<file path="src/rtl/pipe_hazard_ctrl_pkg.sv">
// Shared types and constants for the pipeline hazard controller.
//   fwd_sel_t  : operand forwarding select (regfile / ResultW / ALUResultM)
//   hz_state_t : data-memory handshake state
//   fwd_sel()  : forwarding priority for one E-stage source operand
package pipe_hazard_ctrl_pkg;

    typedef enum logic [1:0] {
        FWD_RF = 2'b00,
        FWD_W  = 2'b01,
        FWD_M  = 2'b10
    } fwd_sel_t;

    typedef enum logic {
        RUN      = 1'b0,
        MEM_WAIT = 1'b1
    } hz_state_t;

    localparam logic [3:0] REG_PC = 4'd15;

    // M has priority over W because it holds the younger result.
    // R15 goes through the same comparison as any other register.
    function automatic fwd_sel_t fwd_sel(input logic [3:0] ra,
                                         input logic       rw_m,
                                         input logic [3:0] wa_m,
                                         input logic       rw_w,
                                         input logic [3:0] wa_w);
        if (rw_m && (ra == wa_m))      return FWD_M;
        else if (rw_w && (ra == wa_w)) return FWD_W;
        else                           return FWD_RF;
    endfunction

endpackage

</file>
<file path="src/rtl/pipe_hazard_ctrl_mem_wait_fsm.sv">
// Data-memory request/ready handshake for the M stage.
// Ports:
//   clk, reset        : clock, asynchronous active-high reset
//   mem_access_i      : M-stage instruction accesses data memory
//   dmem_ready_i      : memory completes the access this cycle
//   dmem_req_o        : request strobe (combinational)
//   mem_stall_o       : freeze the pipeline this cycle (combinational)
//   mem_timeout_o     : one-cycle abort pulse (combinational)
module mem_wait_fsm
    import pipe_hazard_ctrl_pkg::*;
#(
    parameter int TIMEOUT = 64
) (
    input  logic clk,
    input  logic reset,
    input  logic mem_access_i,
    input  logic dmem_ready_i,
    output logic dmem_req_o,
    output logic mem_stall_o,
    output logic mem_timeout_o
);

    localparam int WCW = $clog2(TIMEOUT) + 1;
    localparam logic [WCW-1:0] WCNT_LAST = WCW'(TIMEOUT - 1);

    hz_state_t      state_q, state_d;
    logic [WCW-1:0] wcnt_q, wcnt_d;

    always_ff @(posedge clk or posedge reset) begin
        if (reset) begin
            state_q <= RUN;
            wcnt_q  <= '0;
        end else begin
            state_q <= state_d;
            wcnt_q  <= wcnt_d;
        end
    end

    // The wait counter holds the number of stalled cycles already spent on
    // the current access, so the cycle that sees WCNT_LAST is the abort cycle.
    always_comb begin
        state_d       = state_q;
        wcnt_d        = wcnt_q;
        dmem_req_o    = 1'b0;
        mem_stall_o   = 1'b0;
        mem_timeout_o = 1'b0;
        case (state_q)
            RUN: begin
                dmem_req_o = mem_access_i;
                if (mem_access_i && !dmem_ready_i) begin
                    mem_stall_o = 1'b1;
                    state_d     = MEM_WAIT;
                    wcnt_d      = WCW'(1);
                end
            end
            MEM_WAIT: begin
                dmem_req_o = 1'b1;
                if (dmem_ready_i) begin
                    state_d = RUN;
                end else if (wcnt_q == WCNT_LAST) begin
                    mem_timeout_o = 1'b1;
                    state_d       = RUN;
                end else begin
                    mem_stall_o = 1'b1;
                    wcnt_d      = wcnt_q + WCW'(1);
                end
            end
            default: state_d = RUN;
        endcase
    end

endmodule

</file>
<file path="src/rtl/pipe_hazard_ctrl.sv">
// Hazard and sequencing controller for the 5-stage F/D/E/M/W pipeline.
// Ports:
//   clk, reset                      : clock, asynchronous active-high reset
//   Ra1E/Ra2E, Ra1D/Ra2D            : E/D-stage source registers
//   WA3E/WA3M/WA3W, RegWriteM/W     : destinations and write enables
//   MemtoRegE                       : E-stage load
//   PCSrcD/E/M/W, BranchTakenE      : PC-writing instructions, taken branch
//   MemAccessM, dmem_ready, dmem_req: data-memory handshake
//   ForwardAE/BE                    : operand forwarding selects
//   StallF/D/E/M, FlushD/E/W        : pipeline register controls
//   mem_timeout                     : access abort pulse
//   stall_cycles                    : saturating memory-stall cycle count
// All controls are combinational and forced low while reset is high.
module pipe_hazard_ctrl
    import pipe_hazard_ctrl_pkg::*;
#(
    parameter int TIMEOUT = 64,
    parameter int CNT_W   = 16
) (
    input  logic             clk,
    input  logic             reset,
    input  logic [3:0]       Ra1E,
    input  logic [3:0]       Ra2E,
    input  logic [3:0]       Ra1D,
    input  logic [3:0]       Ra2D,
    input  logic [3:0]       WA3E,
    input  logic [3:0]       WA3M,
    input  logic [3:0]       WA3W,
    input  logic             RegWriteM,
    input  logic             RegWriteW,
    input  logic             MemtoRegE,
    input  logic             PCSrcD,
    input  logic             PCSrcE,
    input  logic             PCSrcM,
    input  logic             PCSrcW,
    input  logic             BranchTakenE,
    input  logic             MemAccessM,
    input  logic             dmem_ready,
    output logic             dmem_req,
    output logic [1:0]       ForwardAE,
    output logic [1:0]       ForwardBE,
    output logic             StallF,
    output logic             StallD,
    output logic             StallE,
    output logic             StallM,
    output logic             FlushD,
    output logic             FlushE,
    output logic             FlushW,
    output logic             mem_timeout,
    output logic [CNT_W-1:0] stall_cycles
);

    logic mem_stall, mem_tmo, mem_req;
    logic ldr_stall, pc_pend;
    logic [CNT_W-1:0] cnt_q, cnt_d;

    mem_wait_fsm #(.TIMEOUT(TIMEOUT)) u_mem_wait (
        .clk           (clk),
        .reset         (reset),
        .mem_access_i  (MemAccessM),
        .dmem_ready_i  (dmem_ready),
        .dmem_req_o    (mem_req),
        .mem_stall_o   (mem_stall),
        .mem_timeout_o (mem_tmo)
    );

    assign ldr_stall = MemtoRegE && ((Ra1D == WA3E) || (Ra2D == WA3E));
    assign pc_pend   = PCSrcD | PCSrcE | PCSrcM;

    always_comb begin
        dmem_req    = 1'b0;
        ForwardAE   = FWD_RF;
        ForwardBE   = FWD_RF;
        StallF      = 1'b0;
        StallD      = 1'b0;
        StallE      = 1'b0;
        StallM      = 1'b0;
        FlushD      = 1'b0;
        FlushE      = 1'b0;
        FlushW      = 1'b0;
        mem_timeout = 1'b0;
        if (!reset) begin
            dmem_req    = mem_req;
            mem_timeout = mem_tmo;
            ForwardAE   = fwd_sel(Ra1E, RegWriteM, WA3M, RegWriteW, WA3W);
            ForwardBE   = fwd_sel(Ra2E, RegWriteM, WA3M, RegWriteW, WA3W);
            if (mem_stall) begin
                // Freeze everything up to M; bubble W so the frozen M
                // instruction is not retired twice. Flushes of D/E wait for
                // release since their causes stay frozen in place.
                StallF = 1'b1;
                StallD = 1'b1;
                StallE = 1'b1;
                StallM = 1'b1;
                FlushW = 1'b1;
            end else begin
                StallF = ldr_stall | pc_pend;
                StallD = ldr_stall;
                FlushD = pc_pend | PCSrcW | BranchTakenE;
                FlushE = ldr_stall | BranchTakenE;
            end
        end
    end

    assign cnt_d = (mem_stall && (cnt_q != '1)) ? cnt_q + CNT_W'(1) : cnt_q;

    always_ff @(posedge clk or posedge reset) begin
        if (reset) cnt_q <= '0;
        else       cnt_q <= cnt_d;
    end

    assign stall_cycles = reset ? '0 : cnt_q;

endmodule

</file>
<file path="config.mk">
export PLATFORM = sky130hd
export DESIGN_NAME = pipe_hazard_ctrl
export DESIGN_NICKNAME = d
export VERILOG_FILES = /design/src/rtl/pipe_hazard_ctrl_pkg.sv /design/src/rtl/pipe_hazard_ctrl_mem_wait_fsm.sv /design/src/rtl/pipe_hazard_ctrl.sv
export SDC_FILE = /design/constraint.sdc
export NUM_CORES = 1
export LEC_CHECK = 0
export CORE_UTILIZATION = 43
export CTS_CLUSTER_SIZE = 8
export DETAILED_ROUTE_END_ITERATION = 6
export PLACE_DENSITY_LB_ADDON = 0.25
export SETUP_SLACK_MARGIN = 0.4
export SLEW_MARGIN = 20
export SYNTH_ARGS = -nofsm -noshare
export SYNTH_HDL_FRONTEND = slang
export SYNTH_SLANG_ARGS = --single-unit
</file>
<file path="constraint.sdc">
create_clock -name clk -period 2.2 [get_ports clk]
set_clock_uncertainty 0.05 [all_clocks]
set_input_delay 0.44 -clock clk [delete_from_list [all_inputs] [get_ports clk]]
set_output_delay 0.44 -clock clk [all_outputs]
set_load 0.05 [all_outputs]
</file>
==> results.md, run 1 <==
* Final Max Tran Viols at 0
* Inserted Clock Buffers at 3
* Worst min path class: reg -> reg
* Cells after synthesis at between 150 and 200
* CP max-delay cell: dfrtp_1
* Clock Sinks at 24
* Die area at about 0.0042 mm²
* Synth area leaders: dfrtp_1, xor2_1, nor2b_1, nor4_1, nand4_1
* Hold depth at 1
* Die width at roughly 65 µm
* Non-filler instance count after layout at 327
* Row Count at 22
* WS Path Type: reg -> out
* # setup viols final at 9
* Post-Place Worst Slack at -0.316 ns
* Post-route minimum period at 2.31 ns
* Area Growth Syn to Fin at 108%
* FF-to-FF path depth at 9
* Residual DRC at 0
* Post-layout worst setup margin at -0.112 ns
* Post-route clock period utilization at 1.05
* Worst hold start: cnt_q[13]
* Synth Cell Area at roughly 0.0017 mm²
* Post-Synth XOR/XNOR Area at 0.198
* Largest family of logic cells by synthesized area: simple AND/OR/NAND/NOR gates
* Crit-path max FO at 4
* Final HPWL DP at about 3.5 mm
* Clock buffer depth at 2
* Simple-gate share of the synthesized area at 0.307
* Total congestion overflow at 0
* Clock Pin Slew Worst Setup and Hold Paths at 0.09 ns
* Total Power at just over 2 mW
* Largest area contributor in the netlist: dfrtp_1
* MaxCap Viol Count at 0
* Top-area cell type share of the netlist area at 0.357
* Worst path most repeated cell: buf_12
* Hold Buf Count CTS at 0
* Tightest hold margin at approximately 0.48 ns
* Syn_area_per_cell at just over 9 µm²
* R2R Path Start: u_mem_wait.wcnt_q[1]
* Yosys reg bits at 24
* Final Hold Vio Count at 0
* Power density cells at ~580 mW/mm²
* Crit-path max cell delay at about 0.42 ns
* Adder-cell area share of the yosys netlist at 0.0149
* Die Ht at 64.6 µm
* Failing checks: negative setup slack
* Gr usage total at 0.344
* Detail Route Antenna Nets at 0
* Initial antenna violation count at 0
* Cell chain of the critical path: ha_2 > and4_4 > a41o_4 > buf_12 > nor2_4 > buf_12
* Flop-to-flop setup slack at 0 ns
* # IOs at 69
* Clock root cell: clkbuf_8
* Critical Path RT at roughly 1.7 ns
* Status: finished, violations left
* Slew HR at 0.456
* Critical path arrival at approximately 1.8 ns
* Number of global-route vias before repair at between 1500 and 2000
* Largest net degree at the start of global routing at 25
* Initial DRT Pass Iterations at 5
* Clk_lat worst skew at approximately 0.27 ns
* Inst Count DP at a little over 300
* Peak VDD IR at a little over 0.5 mV
* TritonCTS clock tree: yes
* Critical Path End Type: primary output
* Ratio of cells with drive above 1 in the final layout at 0.545
* Initial core utilization at 0.453
* Post-synthesis mux area share at 0.0431
* H-tree levels at 1
* Post-synthesis compound-gate area fraction at 0.0423
* Syn_nets at 224
* Drt wl/cell at ~25 µm
* Iter 0 DRT Violations at roughly 180
* Critical R2R Capture: cnt_q[9]
* # nets final at roughly 320
* CP Launch Type: flop
* Setup TNS at -0.683 ns
* Tightest Pin Transition at ~0.8 ns
* RSZ-0062 raised after global routing: true
* Fillers at ~110
* Ys Warns at 0
* Worst hold endpoint: cnt_q[13]
* Netlist cell types at 33
* Via density at slightly above 6
* Fmax at approximately 430 MHz
* First-pass GRT wire length at 10.6 mm
* Diode count at 0
* Port Buffers at a little under 70
* Final wirelength at about 8.3 mm
* Core ar. at between 0.003 and 0.004 mm²
* GP Congestion at 0.806
* LEAKAGE at 1.50 nW
* Register area share after synthesis at 0.357
* Vias at slightly above 2000
[worst max-delay path, delay by kind of cell (launching register included)]
family	cells	cell delay (ns)
AND/OR/NAND/NOR	2	0.37
buffers and inverters	2	0.31
flip-flops	1	0.42
AO/OA/AOI/OAI	1	0.24
adder cells (fa/ha/maj)	1	0.21
[cells by family after synthesis]
| group | after synthesis |
|---|---|
| simple gates | 89 |
| xor+xnor | 38 |
| compound gates | 10 |
| flops | 24 |
| buf+inv | 12 |
| mux | 7 |
| fa+ha+maj | 2 |
[final cells by class]
class	count	area, µm²	share of cell area
Clock buffer	4	55.1	0.0157
Tap cell	48	60.1	0.0172
Inverter	4	18.8	0.00537
Sequential cell	24	601	0.172
Multi-Input combinational cell	146	1490	0.426
Timing Repair Buffer	101	1270	0.364
[what timing repair did]
| action | in CTS | in global routing |
|---|---|---|
| gates cloned | 1 | 0 |
| endpoints found under the setup margin | 44 | 44 |
| pin swaps | 55 | 29 |
| resized for setup | 159 | 25 |
| buffers inserted | 14 | 4 |
[cells in the final DEF, fill, tap and decap left out, drive strengths merged]
cell type      instances
a21oi                  4
a31oi                  2
a41o                   1
and3                   2
and4                   3
buf                   76
clkbuf                 6
clkdlybuf4s15          7
clkdlybuf4s50          6
clkinvlp               1
dfrtp                 24
dlygate4sd2           10
ha                     2
inv                    3
mux2                   2
mux2i                  5
nand2                 14
nand2b                 1
nand3                  9
nand4                  9
nor2                   9
nor2b                 18
nor3                   7
nor3b                  1
nor4                  14
nor4b                  1
o21ai                  2
o21bai                 1
or3b                   1
xnor2                  4
xor2                  34
[synthesized netlist by cell type]
cell type / number
nand2_1: 14
nor4_4: 1
buf_2: 1
and4_4: 1
nor3_1: 7
nand2b_1: 1
nor4_2: 1
and4_1: 2
nand3_1: 9
or3b_2: 1
mux2_2: 2
inv_1: 4
a41o_4: 1
mux2i_1: 5
xnor2_1: 4
buf_1: 1
a21oi_1: 4
dfrtp_1: 24
nor2b_1: 18
nand4_1: 9
a31oi_1: 2
buf_4: 3
nor4b_1: 1
ha_1: 2
clkbuf_1: 2
o21ai_0: 2
o21bai_1: 1
buf_6: 1
xor2_1: 34
nor2_1: 9
and3_1: 2
nor4_1: 12
nor3b_1: 1
[power by group]
group	internal, mW	total, mW	switching, mW	leakage (nW)
Sequential	0.520	0.655	0.135	0.308
Combinational	0.491	1.05	0.560	1.16
Clock	0.160	0.312	0.151	0.0288
Total	1.17	2.02	0.847	1.50
[state kept, by name, indices dropped and copies added (netlist names)]
| signal | count |
|---|---|
| cnt_q | 16 |
| u_mem_wait.wcnt_q | 7 |
| u_mem_wait.state_q | 1 |
[stage by stage]
stage / util / area (µm²)
2_1_floorplan: - / 1810
3_3_place_gp: 0.765 / 2840
3_5_place_dp: 0.765 / 2840
4_1_cts: 0.906 / 3370
5_1_grt: 0.941 / 3500
6_report: 0.941 / 3500
[worst max path at each step]
stage	start	to	slack, ns	cells past startpoint
floorplan	u_mem_wait.wcnt_q[0]	StallE	0.08	6
detailed placement	WA3E[3]	FlushE	-0.32	6
finish	u_mem_wait.wcnt_q[1]	FlushW	-0.11	6
CTS	u_mem_wait.wcnt_q[0]	FlushW	-0.03	6
global placement	WA3E[0]	FlushE	-0.24	6
global route	u_mem_wait.wcnt_q[1]	FlushW	-0.13	6
[per-layer routing]
metal | track usage | part of all wire | vias to the layer above
met3 | 0.0951 | 0.056 | 32
met5 | 0 | 0 | -
met2 | 0.593 | 0.53 | 149
met4 | 0.136 | 0.036 | 0
met1 | 0.401 | 0.38 | 1021
li1 | - | - | 831
No activity file was read; power rests on OpenSTA's default activity.
==> inputs of run 2 (changes only) <==
Settings changed: CORE_UTILIZATION 43 to 44, SYNTH_HIERARCHICAL set to 1.
==> results.md, run 2 <==
* Cells after synthesis at 205 (was 182)
* Initial DRT Pass Iterations at 4 (was 5)
* Post-route minimum period at 2.30 ns (was 2.31 ns)
* Syn_nets at 247 (was 224)
* # nets final at 344 (was 322)
* Syn_area_per_cell at 8.74 µm² (was 9.25 µm²)
* Worst Path Buf+Inv at 2 (unchanged)
* Crit-path max FO at 5 (was 4)
* Row Count at 22 (unchanged)
* Post-layout worst setup margin at -0.0989 ns (was -0.112 ns)
* Flop-to-flop setup slack at -0.1 ns (was 0 ns)
* Register area share after synthesis at 0.335 (was 0.357)
* GP Congestion at 0.817 (was 0.806)
* LEAKAGE at 1.38 nW (was 1.50 nW)
* R2R Path Start: u_mem_wait/wcnt_q[1] (was u_mem_wait.wcnt_q[1])
* Critical Path RT at 1.71 ns (about the same)
* Vias at 2004 (was 2033)
* Fillers at 171 (was 105)
* Worst path most repeated cell: buf_12 (unchanged)
* Initial core utilization at 0.475 (was 0.453)
* CP Launch Type: flop (unchanged)
* Worst min path class: in -> async (was reg -> reg)
* Post-Place Worst Slack at -0.329 ns (was -0.316 ns)
* Clock Pin Slew Worst Setup and Hold Paths at 0.09 ns (about the same)
* Die width at 65.8 µm (was 64.6 µm)
* Status: finished, violations left (unchanged)
* Clock root cell: clkbuf_8 (unchanged)
* Area Growth Syn to Fin at 81.0% (was 108%)
* Most flops, register: cnt_q (unchanged)
* Largest area contributor in the netlist: dfrtp_1 (unchanged)
* Final Hold Vio Count at 0 (unchanged)
* Via density at 5.74 (was 6.22)
* Synth async-reset ratio at 1.00 (unchanged)
* Die Ht at 65.8 µm (was 64.6 µm)
* Final wirelength at 6.47 mm (was 8.33 mm)
* Commonest cells post-synth: dfrtp_1, xor2_1, nor2b_1 (was xor2_1, dfrtp_1, nor2b_1)
* Post-synth EDFFs at 0 (unchanged)
* First-pass GRT wire length at 9.27 mm (was 10.6 mm)
* Post-route clock period utilization at 1.04 (was 1.05)
* Core ar. at 0.00377 mm² (was 0.00372 mm²)
* Top-area cell type share of the netlist area at 0.335 (was 0.357)
* TritonCTS clock tree: yes (unchanged)
* Setup TNS at -0.449 ns (was -0.683 ns)
* Final Max Tran Viols at 0 (unchanged)
* Critical R2R Capture: cnt_q[14] (was cnt_q[9])
* RSZ-0062 raised after global routing: true (unchanged)
* Tightest Pin Transition at 0.496 ns (was 0.813 ns)
* Cell chain of the critical path: ha_4 > nand3_4 > nor3_4 > a21oi_4 > buf_12 > a211oi_4 > buf_12 (was ha_2 > and4_4 > a41o_4 > buf_12 > nor2_4 > buf_12)
* Critical Path End Type: primary output (unchanged)
* Largest net degree at the start of global routing at 17 (was 25)
* Failing checks: negative setup slack (unchanged)
* Commonest non-fill, non-tap cell in the layout: buf_4 (was xor2_1)
* MaxCap Viol Count at 0 (unchanged)
* Diode count at 0 (unchanged)
* Clock buffer depth at 2 (unchanged)
* Top cell family by delay on the critical path: flip-flops (unchanged)
* FF-to-FF path depth at 11 (was 9)
* Final HPWL DP at 3.54 mm (was 3.55 mm)
* Residual DRC at 0 (unchanged)
* Power density cells at 543 mW/mm² (was 577 mW/mm²)
* Iter 0 DRT Violations at 188 (was 176)
* Critical path arrival at 1.81 ns (was 1.82 ns)
* Inserted Clock Buffers at 3 (unchanged)
* # IOs at 69 (unchanged)
* Total congestion overflow at 0 (unchanged)
* Synth area leaders: dfrtp_1, xor2_1, nor2b_1, xnor2_1, nor3_1 (was dfrtp_1, xor2_1, nor2b_1, nor4_1, nand4_1)
* Biggest regs: cnt_q: 16 flops, u_mem_wait/wcnt_q: 7 flops, u_mem_wait/state_q: 1 flops (was cnt_q: 16 flops, u_mem_wait.wcnt_q: 7 flops, u_mem_wait.state_q: 1 flops)
* Slew HR at 0.668 (was 0.456)
* Number of global-route vias before repair at 1997 (was 1945)
* Peak VDD IR at 0.457 mV (was 0.516 mV)
* CP max-delay cell: dfrtp_1 (unchanged)
* Fmax at 435 MHz (was 432 MHz)
* Tightest hold margin at 0.313 ns (was 0.482 ns)
* WS Path Type: reg -> out (unchanged)
* Largest register FFs at 16 (unchanged)
* Ys Warns at 6 (was 0)
* Clk_lat worst skew at 0.26 ns (was 0.27 ns)
* Gr usage total at 0.281 (was 0.344)
* Drt wl/cell at 18.5 µm (was 25.5 µm)
* Detail Route Antenna Nets at 0 (unchanged)
* Clock Sinks at 24 (unchanged)
* Synth Cell Area at 0.00179 mm² (was 0.00168 mm²)
* Most frequent cells in the layout: buf_4, dfrtp_1, xor2_1, buf_6 (was xor2_1, buf_12, dfrtp_1)
* # setup viols final at 10 (was 9)
* Initial antenna violation count at 0 (unchanged)
* Port Buffers at 68 (unchanged)
* Die area at 0.00433 mm² (was 0.00417 mm²)
* Post-layout util at 0.860 (was 0.941)
* Predominant post-synthesis flop cell: dfrtp_1 (unchanged)
* Ratio of cells with drive above 1 in the final layout at 0.518 (was 0.545)
* Yosys reg bits at 24 (unchanged)
* H-tree levels at 1 (unchanged)
* Netlist cell types at 37 (was 33)
* Crit-path max cell delay at 0.40 ns (was 0.42 ns)
[run 2: layout make-up]
type / count / area, µm² / area share
sequential: 24 / 602 / 0.186
clock inverter: 1 / 30.0 / 0.00926
tap: 48 / 60.1 / 0.0185
inverter: 10 / 48.8 / 0.0150
multi-input combinational: 162 / 1450 / 0.447
clock buffer: 3 / 41.3 / 0.0127
timing repair buffer: 101 / 1010 / 0.312
[run 2: where the power goes]
| group | leakage, nW | switching (mW) | internal, mW |
|---|---|---|---|
| clock network | 0.0357 | 0.140 | 0.243 |
| logic | 1.02 | 0.414 | 0.337 |
| registers | 0.316 | 0.121 | 0.504 |
[run 2: cells by family after synthesis]
kind of cell,after synthesis,share of synthesized area
fa+ha+maj,2,0.0140
mux,3,0.0196
compound gates,28,0.112
flops,24,0.335
xor+xnor,35,0.171
buf+inv,19,0.0475
simple gates,94,0.300
[run 2: timing repair]
action | CTS | global route
hold buffers | 0 | 0
buffers inserted | 8 | 6
gates resized for setup | 152 | 28
pin swaps | 38 | 23
endpoints found under the setup margin | 37 | 30
[run 2: worst reg2reg max path, delay by kind of cell (launching register included)]
kind                       cells  cell delay (ns)
xor gates and xnor gates       1             0.23
AOI/OAI and AO/OA              2             0.47
buffers and inverters          3             0.44
DFF                            1             0.42
and+or+nand+nor                4             0.43
adders and majority gates      1             0.18
[run 2: worst max-delay path by stage]
| stage | start | endpoint | slack (ns) | cells after the start |
|---|---|---|---|---|
| 5_1_grt | u_mem_wait/wcnt_q[1] | cnt_q[14] | -0.20 | 11 |
| 6_report | u_mem_wait/wcnt_q[0] | FlushE | -0.1 | 7 |
| 4_1_cts | u_mem_wait/wcnt_q[1] | mem_timeout | -0.08 | 7 |
| 3_5_place_dp | WA3E[1] | FlushE | -0.33 | 6 |
| 3_3_place_gp | WA3E[1] | FlushE | -0.28 | 6 |
| 2_1_floorplan | u_mem_wait/wcnt_q[0] | FlushE | -0.005 | 6 |
[run 2: layer usage]
layer / track usage / wire length (µm) / up-vias
li1: - / - / 913
met1: 0.336 / 2390 / 978
met2: 0.496 / 3490 / 93
met3: 0.0586 / 412 / 20
met4: 0.0897 / 170 / 0
met5: 0 / 0 / -
[run 2: per-stage QoR]
step	area (µm²)	cells	power, mW
2_1_floorplan	1940	205	1.01
3_3_place_gp	2810	331	1.25
3_5_place_dp	2810	331	1.26
4_1_cts	3080	343	1.70
5_1_grt	3240	349	1.84
6_report	3240	349	1.76
==> inputs of run 3 (changes only) <==
Settings changed: CORE_MARGIN set to 3, PLACE_DENSITY set to 0.79, PLACE_DENSITY_LB_ADDON 0.25 to not set.
==> results.md, run 3 (synthesis gave the netlist of run 2 again) <==
* Cell area after layout at 0.00326 mm² (was 0.00324 mm²)
* Critical Path RT at 1.71 ns (about the same)
* GP Congestion at 0.824 (was 0.817)
* Post-Place Cell Area at 0.00282 mm² (was 0.00281 mm²)
* # setup viols final at 11 (was 10)
* Final HPWL DP at 4.00 mm (was 3.54 mm)
* Clock root cell: clkbuf_8 (unchanged)
* Most frequent cells in the layout: buf_4, dfrtp_1, xor2_1, buf_6 (unchanged)
* Iter 0 DRT Violations at 101 (was 188)
* # IOs at 69 (unchanged)
* Diode count at 0 (unchanged)
* Critical Path End Type: primary output (unchanged)
* Tightest Pin Transition at 0.500 ns (was 0.496 ns)
* Clk_lat worst skew at 0.27 ns (was 0.26 ns)
* Clock buffer depth at 2 (unchanged)
* Fillers at 189 (was 171)
* Clock Pin Slew Worst Setup and Hold Paths at 0.09 ns (about the same)
* Crit-path max FO at 5 (unchanged)
* Largest register FFs at 16 (unchanged)
* Worst min path class: in -> async (unchanged)
* CP Launch Type: flop (unchanged)
* Number of global-route vias before repair at 2083 (was 1997)
* # nets final at 344 (unchanged)
* RSZ-0062 raised after global routing: true (unchanged)
* Die Ht at 69.8 µm (was 65.8 µm)
* Hold Buf Count CTS at 0 (unchanged)
* Detail Route Antenna Nets at 0 (unchanged)
* Area Growth Syn to Fin at 81.8% (was 81.0%)
* Final Hold Vio Count at 0 (unchanged)
* Drt wl/cell at 18.0 µm (was 18.5 µm)
* Post-route clock period utilization at 1.06 (was 1.04)
* Total congestion overflow at 0 (unchanged)
* Die area at 0.00487 mm² (was 0.00433 mm²)
* Largest net degree at the start of global routing at 17 (unchanged)
* Initial core utilization at 0.472 (was 0.475)
* Via density at 5.66 (was 5.74)
* Critical path arrival at 1.85 ns (was 1.81 ns)
* H-tree levels at 1 (unchanged)
* Multi-input logic area at 0.00145 mm² (about the same)
* Inserted Clock Buffers at 3 (unchanged)
* Clock Sinks at 24 (unchanged)
* LEAKAGE at 1.37 nW (was 1.38 nW)
* TritonCTS clock tree: yes (unchanged)
* Ratio of cells with drive above 1 in the final layout at 0.498 (was 0.518)
* Core ar. at 0.00380 mm² (was 0.00377 mm²)
* Clock power share at 0.182 (was 0.218)
* Peak VDD IR at 0.304 mV (was 0.457 mV)
* Failing checks: negative setup slack (unchanged)
* Status: finished, violations left (unchanged)
* MaxCap Viol Count at 0 (unchanged)
* Most flops, register: cnt_q (unchanged)
* Slew HR at 0.666 (was 0.668)
* Vias at 1975 (was 2004)
* First-pass GRT wire length at 9.81 mm (was 9.27 mm)
* Switching power total at 0.690 mW (was 0.676 mW)
* Initial antenna violation count at 0 (unchanged)
* Final wirelength at 6.27 mm (was 6.47 mm)
* Gr usage total at 0.247 (was 0.281)
* Die width at 69.8 µm (was 65.8 µm)
* Final Max Tran Viols at 0 (unchanged)
* WS Path Type: reg -> out (unchanged)
* Internal power at 1.00 mW (was 1.08 mW)
* Port Buffers at 68 (unchanged)
* Reg area at 602 µm² (unchanged)
* Power density cells at 520 mW/mm² (was 543 mW/mm²)
* Commonest non-fill, non-tap cell in the layout: buf_4 (unchanged)
* Comb pwr share at 0.450 (was 0.427)
* Fmax at 427 MHz (was 435 MHz)
* Tightest hold margin at 0.291 ns (was 0.313 ns)
* Post-layout worst setup margin at -0.142 ns (was -0.0989 ns)
* Post-route minimum period at 2.34 ns (was 2.30 ns)
* Initial DRT Pass Iterations at 5 (was 4)
* Row Count at 22 (unchanged)
* Sequential share of power at 0.368 (was 0.355)
* Sw Ratio at 0.408 (was 0.384)
* Biggest regs: cnt_q: 16 flops, u_mem_wait/wcnt_q: 7 flops, u_mem_wait/state_q: 1 flops (unchanged)
* Residual DRC at 0 (unchanged)
[run 3: cell types whose count changed in the layout (fill, tap and decap cells not counted), sizes merged]
cell / delta
buf: -7
clkdlybuf4s15: +5
clkdlybuf4s50: +2
bufinv: -1
dlygate4sd2: +1
[run 3: metal layers]
layer | vias up | routed length, µm | track usage
li1 | 917 | - | -
met3 | 10 | 501 | 0.0667
met1 | 948 | 2470 | 0.291
met2 | 100 | 3180 | 0.429
met4 | 0 | 113 | 0.0851
met5 | - | 0 | 0
[run 3: timing repair]
| action | CTS | global route |
|---|---|---|
| endpoints found under the hold margin | 0 | 0 |
| gates resized for setup | 147 | 21 |
| setup endpoints to repair | 37 | 30 |
| setup buffers | 9 | 3 |
| pin swaps | 42 | 17 |
[run 3: path summary, 6_finish.rpt]
kind | from | endpoint | slack, ns | depth (start not counted)
setup / recovery | u_mem_wait/wcnt_q[1] | StallE | -0.14 | 8
hold / removal | reset | cnt_q[0] | 0.29 | 3
setup reg to reg | u_mem_wait/wcnt_q[1] | cnt_q[14] | -0.06 | 12
hold reg to reg | cnt_q[14] | cnt_q[14] | 0.48 | 1
max in group asynchronous | reset | u_mem_wait/wcnt_q[6] | 1.43 | 3
min in group clk | cnt_q[14] | cnt_q[14] | 0.48 | 1
[run 3: stage by stage]
stage	power, mW	setup WS (ns)	std cells	TNS, ns	util
after floorplan	1.01	-0.00473	205	-0.00473	-
after global placement	1.26	-0.257	333	-2.41	0.741
after detailed placement	1.27	-0.313	333	-2.98	0.741
after CTS	1.64	-0.0731	346	-0.375	0.825
after global routing	1.77	-0.233	349	-2.38	0.857
final	1.69	-0.142	349	-0.997	0.857
[run 3: power groups by stage]
stage / registers [mW] / clock network, mW / logic (mW)
after floorplan: 0.591 / 0 / 0.417
after global placement: 0.615 / 0 / 0.641
after detailed placement: 0.616 / 0 / 0.658
after CTS: 0.617 / 0.306 / 0.714
after global routing: 0.636 / 0.325 / 0.809
final: 0.624 / 0.307 / 0.761
[run 3: cell type report]
type | instances | share of cell area
Multi-Input combinational cell | 162 | 0.446
Timing Repair Buffer | 101 | 0.320
Sequential cell | 24 | 0.185
Tap cell | 48 | 0.0184
Clock buffer | 4 | 0.0169
Inverter | 10 | 0.0142
[run 3: worst max-delay path, cell delays in order (launching register included)]
cell and delay [ns]:
dfrtp_1 0.42, ha_4 0.18, nand3_4 0.09, nor3_4 0.05, a21oi_2 0.21, buf_6 0.19
inv_6 0.05, nor2_4 0.19, buf_12 0.17
